### src/rtl/program_display.sv
// program_display: maps the program counter to a saturated program-region
// number and shows it as two time-multiplexed active-low seven-segment
// digits, blanking the display for a fixed time after every change.
module program_display #(
  parameter int REGION_WORDS = 512,
  parameter int NUM_PROGRAMS = 4,
  parameter int SCAN_DIV     = 50000,
  parameter int BLINK_CYCLES = 25000000
) (
  input  logic        clock,
  input  logic        reset,
  input  logic [31:0] pc,
  input  logic        freeze,
  output logic [6:0]  prog_num,
  output logic        changed,
  output logic        a,
  output logic        b,
  output logic        c,
  output logic        d,
  output logic        e,
  output logic        f,
  output logic        g,
  output logic [1:0]  digit
);

  localparam int          SHIFT      = $clog2(REGION_WORDS);
  localparam logic [31:0] MAX_IDX    = 32'(NUM_PROGRAMS - 1);
  localparam int          SCAN_W     = (SCAN_DIV > 1) ? $clog2(SCAN_DIV) : 1;
  localparam int          BLINK_W    = $clog2(BLINK_CYCLES + 1);
  localparam logic [SCAN_W-1:0]  SCAN_LAST  = SCAN_W'(SCAN_DIV - 1);
  localparam logic [BLINK_W-1:0] BLINK_LOAD = BLINK_W'(BLINK_CYCLES);
  localparam logic [6:0]  SEG_BLANK  = 7'b1111111;

  typedef enum logic {
    SLOT_UNITS = 1'b0,
    SLOT_TENS  = 1'b1
  } slot_t;

  logic [31:0]        idx_raw;
  logic [6:0]         next_prog;
  logic               load;
  logic [SCAN_W-1:0]  scan_cnt;
  slot_t              sel;
  logic [BLINK_W-1:0] blink_cnt;
  logic [6:0]         tens;
  logic [6:0]         units;
  logic [6:0]         seg_next;
  logic [1:0]         digit_next;
  logic [6:0]         seg_q;

  // Active-low {a..g} pattern for one decimal digit; anything else is blank.
  function automatic logic [6:0] glyph(input logic [6:0] v);
    case (v)
      7'd0:    glyph = 7'b0000001;
      7'd1:    glyph = 7'b1001111;
      7'd2:    glyph = 7'b0010010;
      7'd3:    glyph = 7'b0000110;
      7'd4:    glyph = 7'b1001100;
      7'd5:    glyph = 7'b0100100;
      7'd6:    glyph = 7'b0100000;
      7'd7:    glyph = 7'b0001111;
      7'd8:    glyph = 7'b0000000;
      7'd9:    glyph = 7'b0000100;
      default: glyph = SEG_BLANK;
    endcase
  endfunction

  // Region index from the PC, clamped to the last program instead of wrapping.
  always_comb begin
    // NOTE: every combinational output gets a value before any branch so no latch is inferred.
    idx_raw   = pc >> SHIFT;
    next_prog = MAX_IDX[6:0];
    if (idx_raw < MAX_IDX) next_prog = idx_raw[6:0];
    load      = !freeze && (next_prog != prog_num);
  end

  // Program register and its one-cycle change pulse; freeze holds the value.
  always_ff @(posedge clock) begin
    // NOTE: sequential state uses non-blocking assignments so all registers update together.
    if (reset) begin
      prog_num <= 7'd0;
      changed  <= 1'b0;
    end else begin
      changed <= load;
      if (!freeze) prog_num <= next_prog;
    end
  end

  // Digit-slot timer: SCAN_DIV cycles per slot, alternating units and tens.
  always_ff @(posedge clock) begin
    if (reset) begin
      scan_cnt <= '0;
      sel      <= SLOT_UNITS;
    end else if (scan_cnt == SCAN_LAST) begin
      scan_cnt <= '0;
      sel      <= (sel == SLOT_UNITS) ? SLOT_TENS : SLOT_UNITS;
    end else begin
      scan_cnt <= scan_cnt + 1'b1;
    end
  end

  // Blanking timer, loaded alongside the change pulse so the outputs go dark
  // on the very next registered cycle; a further change restarts it.
  always_ff @(posedge clock) begin
    if (reset) begin
      blink_cnt <= '0;
    end else if (load) begin
      blink_cnt <= BLINK_LOAD;
    end else if (blink_cnt != '0) begin
      blink_cnt <= blink_cnt - 1'b1;
    end
  end

  // Pick the glyph and digit enable for the current slot, or blank everything.
  always_comb begin
    tens       = prog_num / 7'd10;
    units      = prog_num % 7'd10;
    seg_next   = SEG_BLANK;
    digit_next = 2'b11;
    if (blink_cnt == '0) begin
      if (sel == SLOT_UNITS) begin
        digit_next = 2'b10;
        seg_next   = glyph(units);
      end else begin
        digit_next = 2'b01;
        seg_next   = (prog_num < 7'd10) ? SEG_BLANK : glyph(tens);
      end
    end
  end

  // Registered display pins so the board sees glitch-free drives.
  always_ff @(posedge clock) begin
    if (reset) begin
      seg_q <= SEG_BLANK;
      digit <= 2'b11;
    end else begin
      seg_q <= seg_next;
      digit <= digit_next;
    end
  end

  assign {a, b, c, d, e, f, g} = seg_q;

endmodule

### config.mk
export PLATFORM = sky130hd
export DESIGN_NAME = program_display
export DESIGN_NICKNAME = d
export VERILOG_FILES = /design/src/rtl/program_display.sv
export SDC_FILE = /design/constraint.sdc
export NUM_CORES = 1
export LEC_CHECK = 0
export BUFFER_PORTS_ARGS = -buffer_cell sky130_fd_sc_hd__buf_2
export CAP_MARGIN = 0
export CORE_UTILIZATION = 37
export CTS_CLUSTER_SIZE = 14
export DETAILED_ROUTE_END_ITERATION = 16
export MAX_ROUTING_LAYER = met4
export PLACE_DENSITY = 0.64
export SYNTH_ARGS = -nofsm -noshare
export SYNTH_HDL_FRONTEND = slang
export SYNTH_SLANG_ARGS = --single-unit
### constraint.sdc
create_clock -name clock -period 5.3 [get_ports clock]
set_clock_uncertainty 0.05 [all_clocks]
set_input_delay 0.265 -clock clock [delete_from_list [all_inputs] [get_ports clock]]
set_output_delay 0.265 -clock clock [all_outputs]
set_load 0.05 [all_outputs]
=== Word level (Yosys, flattened, before mapping) ===
Memories as Yosys holds them, arrays and structs flattened.
Index checks and enable logic that the tools add are counted.

* Add/sub/neg operators: 2
* Divide/modulo/power cells: 2
* Order comparisons: 2
* Eq/ne operators: 2
* Mux-type cells: 9
* Bitwise logic cells: 1
* Reductions and logical operators: 10

{| class="wikitable"
|+ Operator list
! kind !! number
|-
| $mux 25 || 2
|-
| $mux 7 || 5
|-
| $logic_not 25->1 || 1
|-
| $reduce_bool 25->1 || 1
|-
| $sub 25x1->25 const B || 1
|-
| $lt 23x2->1 const B || 1
|-
| $add 16x1->16 const B || 1
|-
| $eq 16x16->1 const B || 1
|-
| $div 7x4->7 const B || 1
|-
| $lt 7x4->1 const B || 1
|-
| $mod 7x4->7 const B || 1
|-
| $ne 7x7->1 || 1
|-
| $logic_not 3->1 || 2
|-
| $reduce_or 2->1 || 3
|-
| $mux 2 || 1
|-
| $reduce_bool 2->1 || 1
|-
| $logic_and 1x1->1 || 1
|-
| $logic_not 1->1 || 1
|-
| $mux 1 || 1
|-
| $not 1->1 || 1
|}

* Flip-flop bits (word level): 59
* Memory bits (read-only): 224
* Output and inout port bits: 17
* Logic and storage cells: 38
* Memories: 2

{| class="wikitable"
|+ Memories
! name !! depth !! width !! rd ports !! clocked after memory_dff !! wr ports !! RTL line !! source
|-
| (no name shown) || 16 || 7 || 1 || 0 || 0 || 53 || <nowiki>case (v)</nowiki>
|-
| (no name shown) || 16 || 7 || 1 || 0 || 0 || 53 ||
|}

=== Depth between registers and ports, before layout ===
* Depth after elaboration: 5
* Depth in mapped cells: 21
* Gate-level depth less buffers: 17

=== Worst setup path after synthesis ===
OpenSTA, ideal clock, no wires.

* Path type: reg2reg
* Start point: register prog_num[6]
* End point: register seg_q[2]
* Library setup time: 0.139 ns
* Data arrival time: 3.900 ns
* Required time: 5.111 ns
* Slack: 1.211 ns
* Stages on the path, launching flop included: 22
* Clock period less this slack: 4.089 ns
* Cells stage by stage: dfxtp_1 clkbuf_2 buf_4 buf_2 nor3b_1 o21ai_0 a21oi_1 a221oi_1 ha_1 clkbuf_1 nand2_1 a221o_1 nand4_1 nand2_2 inv_1 ha_1 a21oi_1 o2111ai_1 o311ai_0 a21oi_1 nand2b_1 o2111ai_1

* Longest elaborated chain between the ends: 5
* Elaborated cells between the ends (all ways): 11
* Classes of those cells: 2 x div; 1 x order compare; 4 x mux; 2 x reduce/logical; 2 x memory

{| class="wikitable"
|+ Ends and longest elaborated chain
! item !! RTL line !! source
|-
| from (decl) || 14 || <nowiki>output logic [6:0] prog_num,</nowiki>
|-
| from (signal assigned) || 85 || <nowiki>if (!freeze) prog_num <= next_prog;</nowiki>
|-
| $div 7x4->7 || 116 || <nowiki>tens = prog_num / 7'd10;</nowiki>
|-
| $mem_v2 16x7 or $logic_not 3->1 (tied branches) || n/a ||
|-
| $mux 7 || 53 ||
|-
| $mux 7 || 126 || <nowiki>seg_next = (prog_num < 7'd10) ? SEG_BLANK : glyph(tens);</nowiki>
|-
| $mux 7 * || 121 || <nowiki>if (sel == SLOT_UNITS) begin</nowiki>
|-
| to (signal assigned) || 137 || <nowiki>seg_q <= seg_next;</nowiki>
|-
| to (decl) || 49 || <nowiki>logic [6:0] seg_q;</nowiki>
|}

Mark *: on every way between the ends. The rest lies on a longest branch, timed or not.
A chain may end at the register's enable or synchronous reset.

=== Worst setup path in the final report ===
* Start point: register prog_num[5]
* End point: register seg_q[2]

The elaborated chain is that of the path after synthesis.

==> impl_results.md <==
- Mapped Area: 3691 sq um
- Simple-Gate Fraction of Synth Area: 29.32%
- Tmin final: 4609 ps
- IO Count: 52
- Post-Synth Adder-Cell Area: 4.068%
- Worst path max stage delay: 740 ps
- Final period utilization: 86.97%
- CP Launch Point: prog_num[5]
- Tot Pwr: 0.001027 W
- Slew Viols, Final: 0
- Share of post-route cells with drive strength above 1: 16.84%
- Register-to-Register Path Depth: 16
- Setup WS pre-CTS: 786.7 ps
- Post-synth EDFFs: 0
- Std-Cell Rows: 36
- Peak VDD IR: 0.1707 mV
- Root Driver: clkbuf_8
- Setup CP Type: reg -> reg
- RSZ-0062 raised after global routing: no
- Initial antenna violation count: 0
- DRC: 0
- Layout area overhead: 12.92%
- Sink Count: 59
- Syn_area_per_cell: 8.112 sq um
- Hpwl dp: 6.497 mm
- Worst EP arrival: 4750 ps
- Yosys warnings: 0
- Die Y: 101.9 microns
- Die area: 10380 sq um
- Worst setup EP type: flip-flop
- Antenna-violating nets left: 0
- Clk pin slew, worst setup/hold paths: 80 ps
- DR vias: 3474
- Fmax: 0.2169 GHz
- DR WL/cell: 14.30 microns
- H-tree depth: 3
- Chip width: 101.9 microns
- Largest net degree at the start of global routing: 33
- Setup repair bufs after CTS: 0
- Capturing point of the worst reg2reg path: seg_q[2]
- TritonCTS Buffers: 9
- Fill cells: 1023
- Number of port buffers: 42
- Vias in the first global route: 3230
- First-pass GRT wire length: 14.87 mm
- Worst-skew pair later-pin latency: 330 ps
- FF-to-FF setup slack: 690 ps
- XOR/XNOR share of the synthesized area: 8.780%
- R2R Path Start: prog_num[5]
- Final Hold Vio Count: 0
- Clk buf depth: 2
- Commonest cells after routing, fill and taps aside: dfxtp_1 (59), nor2_1 (52), buf_2 (42), a21oi_1 (31), nand2_1 (26)
- Critical path endpoint: seg_q[2]
- Post-DR vias/cell: 5.550
- Hold_buf cts: 0
- Worst Path Max Fanout: 22
- Async S/R FF share, synth: 0%
- MaxCap Viol Count: 0
- Distinct cells, synth: 72
- Max-slew headroom: 46.81%
- DRT Wirelength: 8.951 mm
- Total GRT Usage: 18.74%
- Leakage: 1.547 nW
- Critical Path, Cell by Cell: nor2b_1, xnor2_1, a221oi_1, ha_1, nand2_1, a221o_1, nand4_1, nand2_2, inv_1, ha_1, a21oi_1, o2111ai_1, o311ai_0, a21oi_1, nand2b_1, o2111ai_1
- Final TNS setup: 0 ps
- PD cells: 246.5 nW/um^2
- Most used flip-flop cell after synthesis: dfxtp_1
- Highest-delay cell along the critical path: dfxtp_1
- Remaining global-route overflow: 0
- Most common cell after layout, fill and taps aside: dfxtp_1
- Worst slew pin tran: 791.8 ps
- CTS tree: built
- Synth Register Bits: 59
- Hold Path Class: in -> reg
- Status: completed
- Post-synthesis mux area share: 0.5763%
- Initial Util: 37.94%
- Syn Nets: 502
- Post-synthesis compound-gate area fraction: 20.20%
- Synthesized instance count: 455
- Post-cts resize count: 0
- Post-route setup slack: 690.5 ps
- Core area: 9729 sq um
- 1st-iter DRT viols: 183
- Layout Nets: 536
- Main combinational cell family by area after synthesis: simple AND/OR/NAND/NOR gates
- Sequential fraction of the synthesis area: 32.00%
- First-pass iteration count of the detailed router: 5
- Antenna diodes: 0
- Worst Setup Start Kind: flip-flop
- Worst EP required: 5440 ps
- Final GP Congestion: 0.9114
- Setup Viol. Count Final: 0
-- registers in the layout, indices dropped and copies added, names as in the netlist --
name / cells
blink_cnt: 25
changed: 1
digit: 2
prog_num: 7
scan_cnt: 16
seg_q: 7
sel: 1
-- kinds of logic after synthesis --
family                     count (synthesis)
xor gates and xnor gates                  37
buffers and inverters                     42
adders and majority gates                 12
AOI/OAI and AO/OA                        110
and+or+nand+nor                          193
DFF                                       59
muxes                                      2
-- power by group --
part	switching [W]	total, W	internal, W
sequential	0.0000270	0.000494	0.000467
clock	0.000176	0.000367	0.000192
combinational	0.0000944	0.000166	0.0000716
-- layer usage --
layer	global-route usage, %	wire, microns	up-vias
met5	-	0	-
met4	7.582	172	0
met3	3.694	486	19
met2	29.89	4177	111
met1	23.23	4115	1619
li1	-	-	1725
-- final cells by class --
| class | count | area, sq um | share of cell area [%] |
|---|---|---|---|
| inverters | 17 | 63.81 | 1.531 |
| well taps | 133 | 166.4 | 3.993 |
| clock buffers | 11 | 151.4 | 3.633 |
| clock inverters | 4 | 26.28 | 0.6304 |
| repair buffers | 48 | 255.2 | 6.124 |
| multi-input cells | 354 | 2323 | 55.75 |
| flip-flops and latches | 59 | 1181 | 28.34 |
-- worst min path at each step --
stage          slack (ps)           to         from  cells past startpoint
6_report              150  prog_num[0]       freeze                      2
5_1_grt               150  prog_num[0]       freeze                      2
4_1_cts               140  prog_num[0]       freeze                      2
3_5_place_dp          380  scan_cnt[0]  scan_cnt[0]                      1
3_3_place_gp          380  scan_cnt[0]  scan_cnt[0]                      1
2_1_floorplan         320     digit[0]        reset                      1
-- cell usage after synthesis (3+ instances only) --
cell / instances / area share (%)
clkbuf_1: 10 / 1.0
and3_1: 6 / 1.0
nand2b_1: 8 / 1.4
a31oi_1: 4 / 0.68
o211ai_1: 3 / 0.61
o31ai_1: 4 / 0.81
a211oi_1: 5 / 1.0
or2_2: 3 / 0.51
o2111ai_1: 5 / 1.2
nor3_1: 14 / 1.9
a22oi_1: 4 / 0.81
buf_2: 7 / 0.95
ha_1: 12 / 4.1
nor4_1: 10 / 1.7
a221oi_1: 5 / 1.2
nand4_1: 7 / 1.2
o21ai_0: 22 / 3.0
nor2_1: 52 / 5.3
nand2_1: 26 / 2.6
nor2b_1: 10 / 1.7
or3_1: 4 / 0.68
nand3_1: 12 / 1.6
a21oi_1: 31 / 4.2
dfxtp_1: 59 / 32
or4_1: 5 / 1.0
and2_1: 8 / 1.4
nor3b_1: 5 / 1.0
o221ai_1: 3 / 0.71
o32a_1: 3 / 0.81
inv_1: 17 / 1.7
nor4b_1: 3 / 0.71
buf_1: 4 / 0.41
xnor2_1: 21 / 5.0
xor2_1: 16 / 3.8
-- metrics by stage --
step	hold slack (ps)	instance area [sq um]	instances	util (%)
after floorplan	317.3	3691	455	-
after global placement	375.5	3990	611	41.01
after detailed placement	383.3	3990	611	41.01
after CTS	137.3	4168	626	42.84
after global routing	149.7	4168	626	42.84
final	152.4	4168	626	42.84
-- critical path: cells and delay by family (launching register included) --
kind / cells / cell delay [ps]
buffers and inverters: 1 / 240
adders and majority gates: 2 / 740
DFF: 1 / 740
xor gates and xnor gates: 1 / 110
and+or+nand+nor: 5 / 950
AOI/OAI and AO/OA: 7 / 1630
Note: power is estimated with default switching activity, not from simulation.
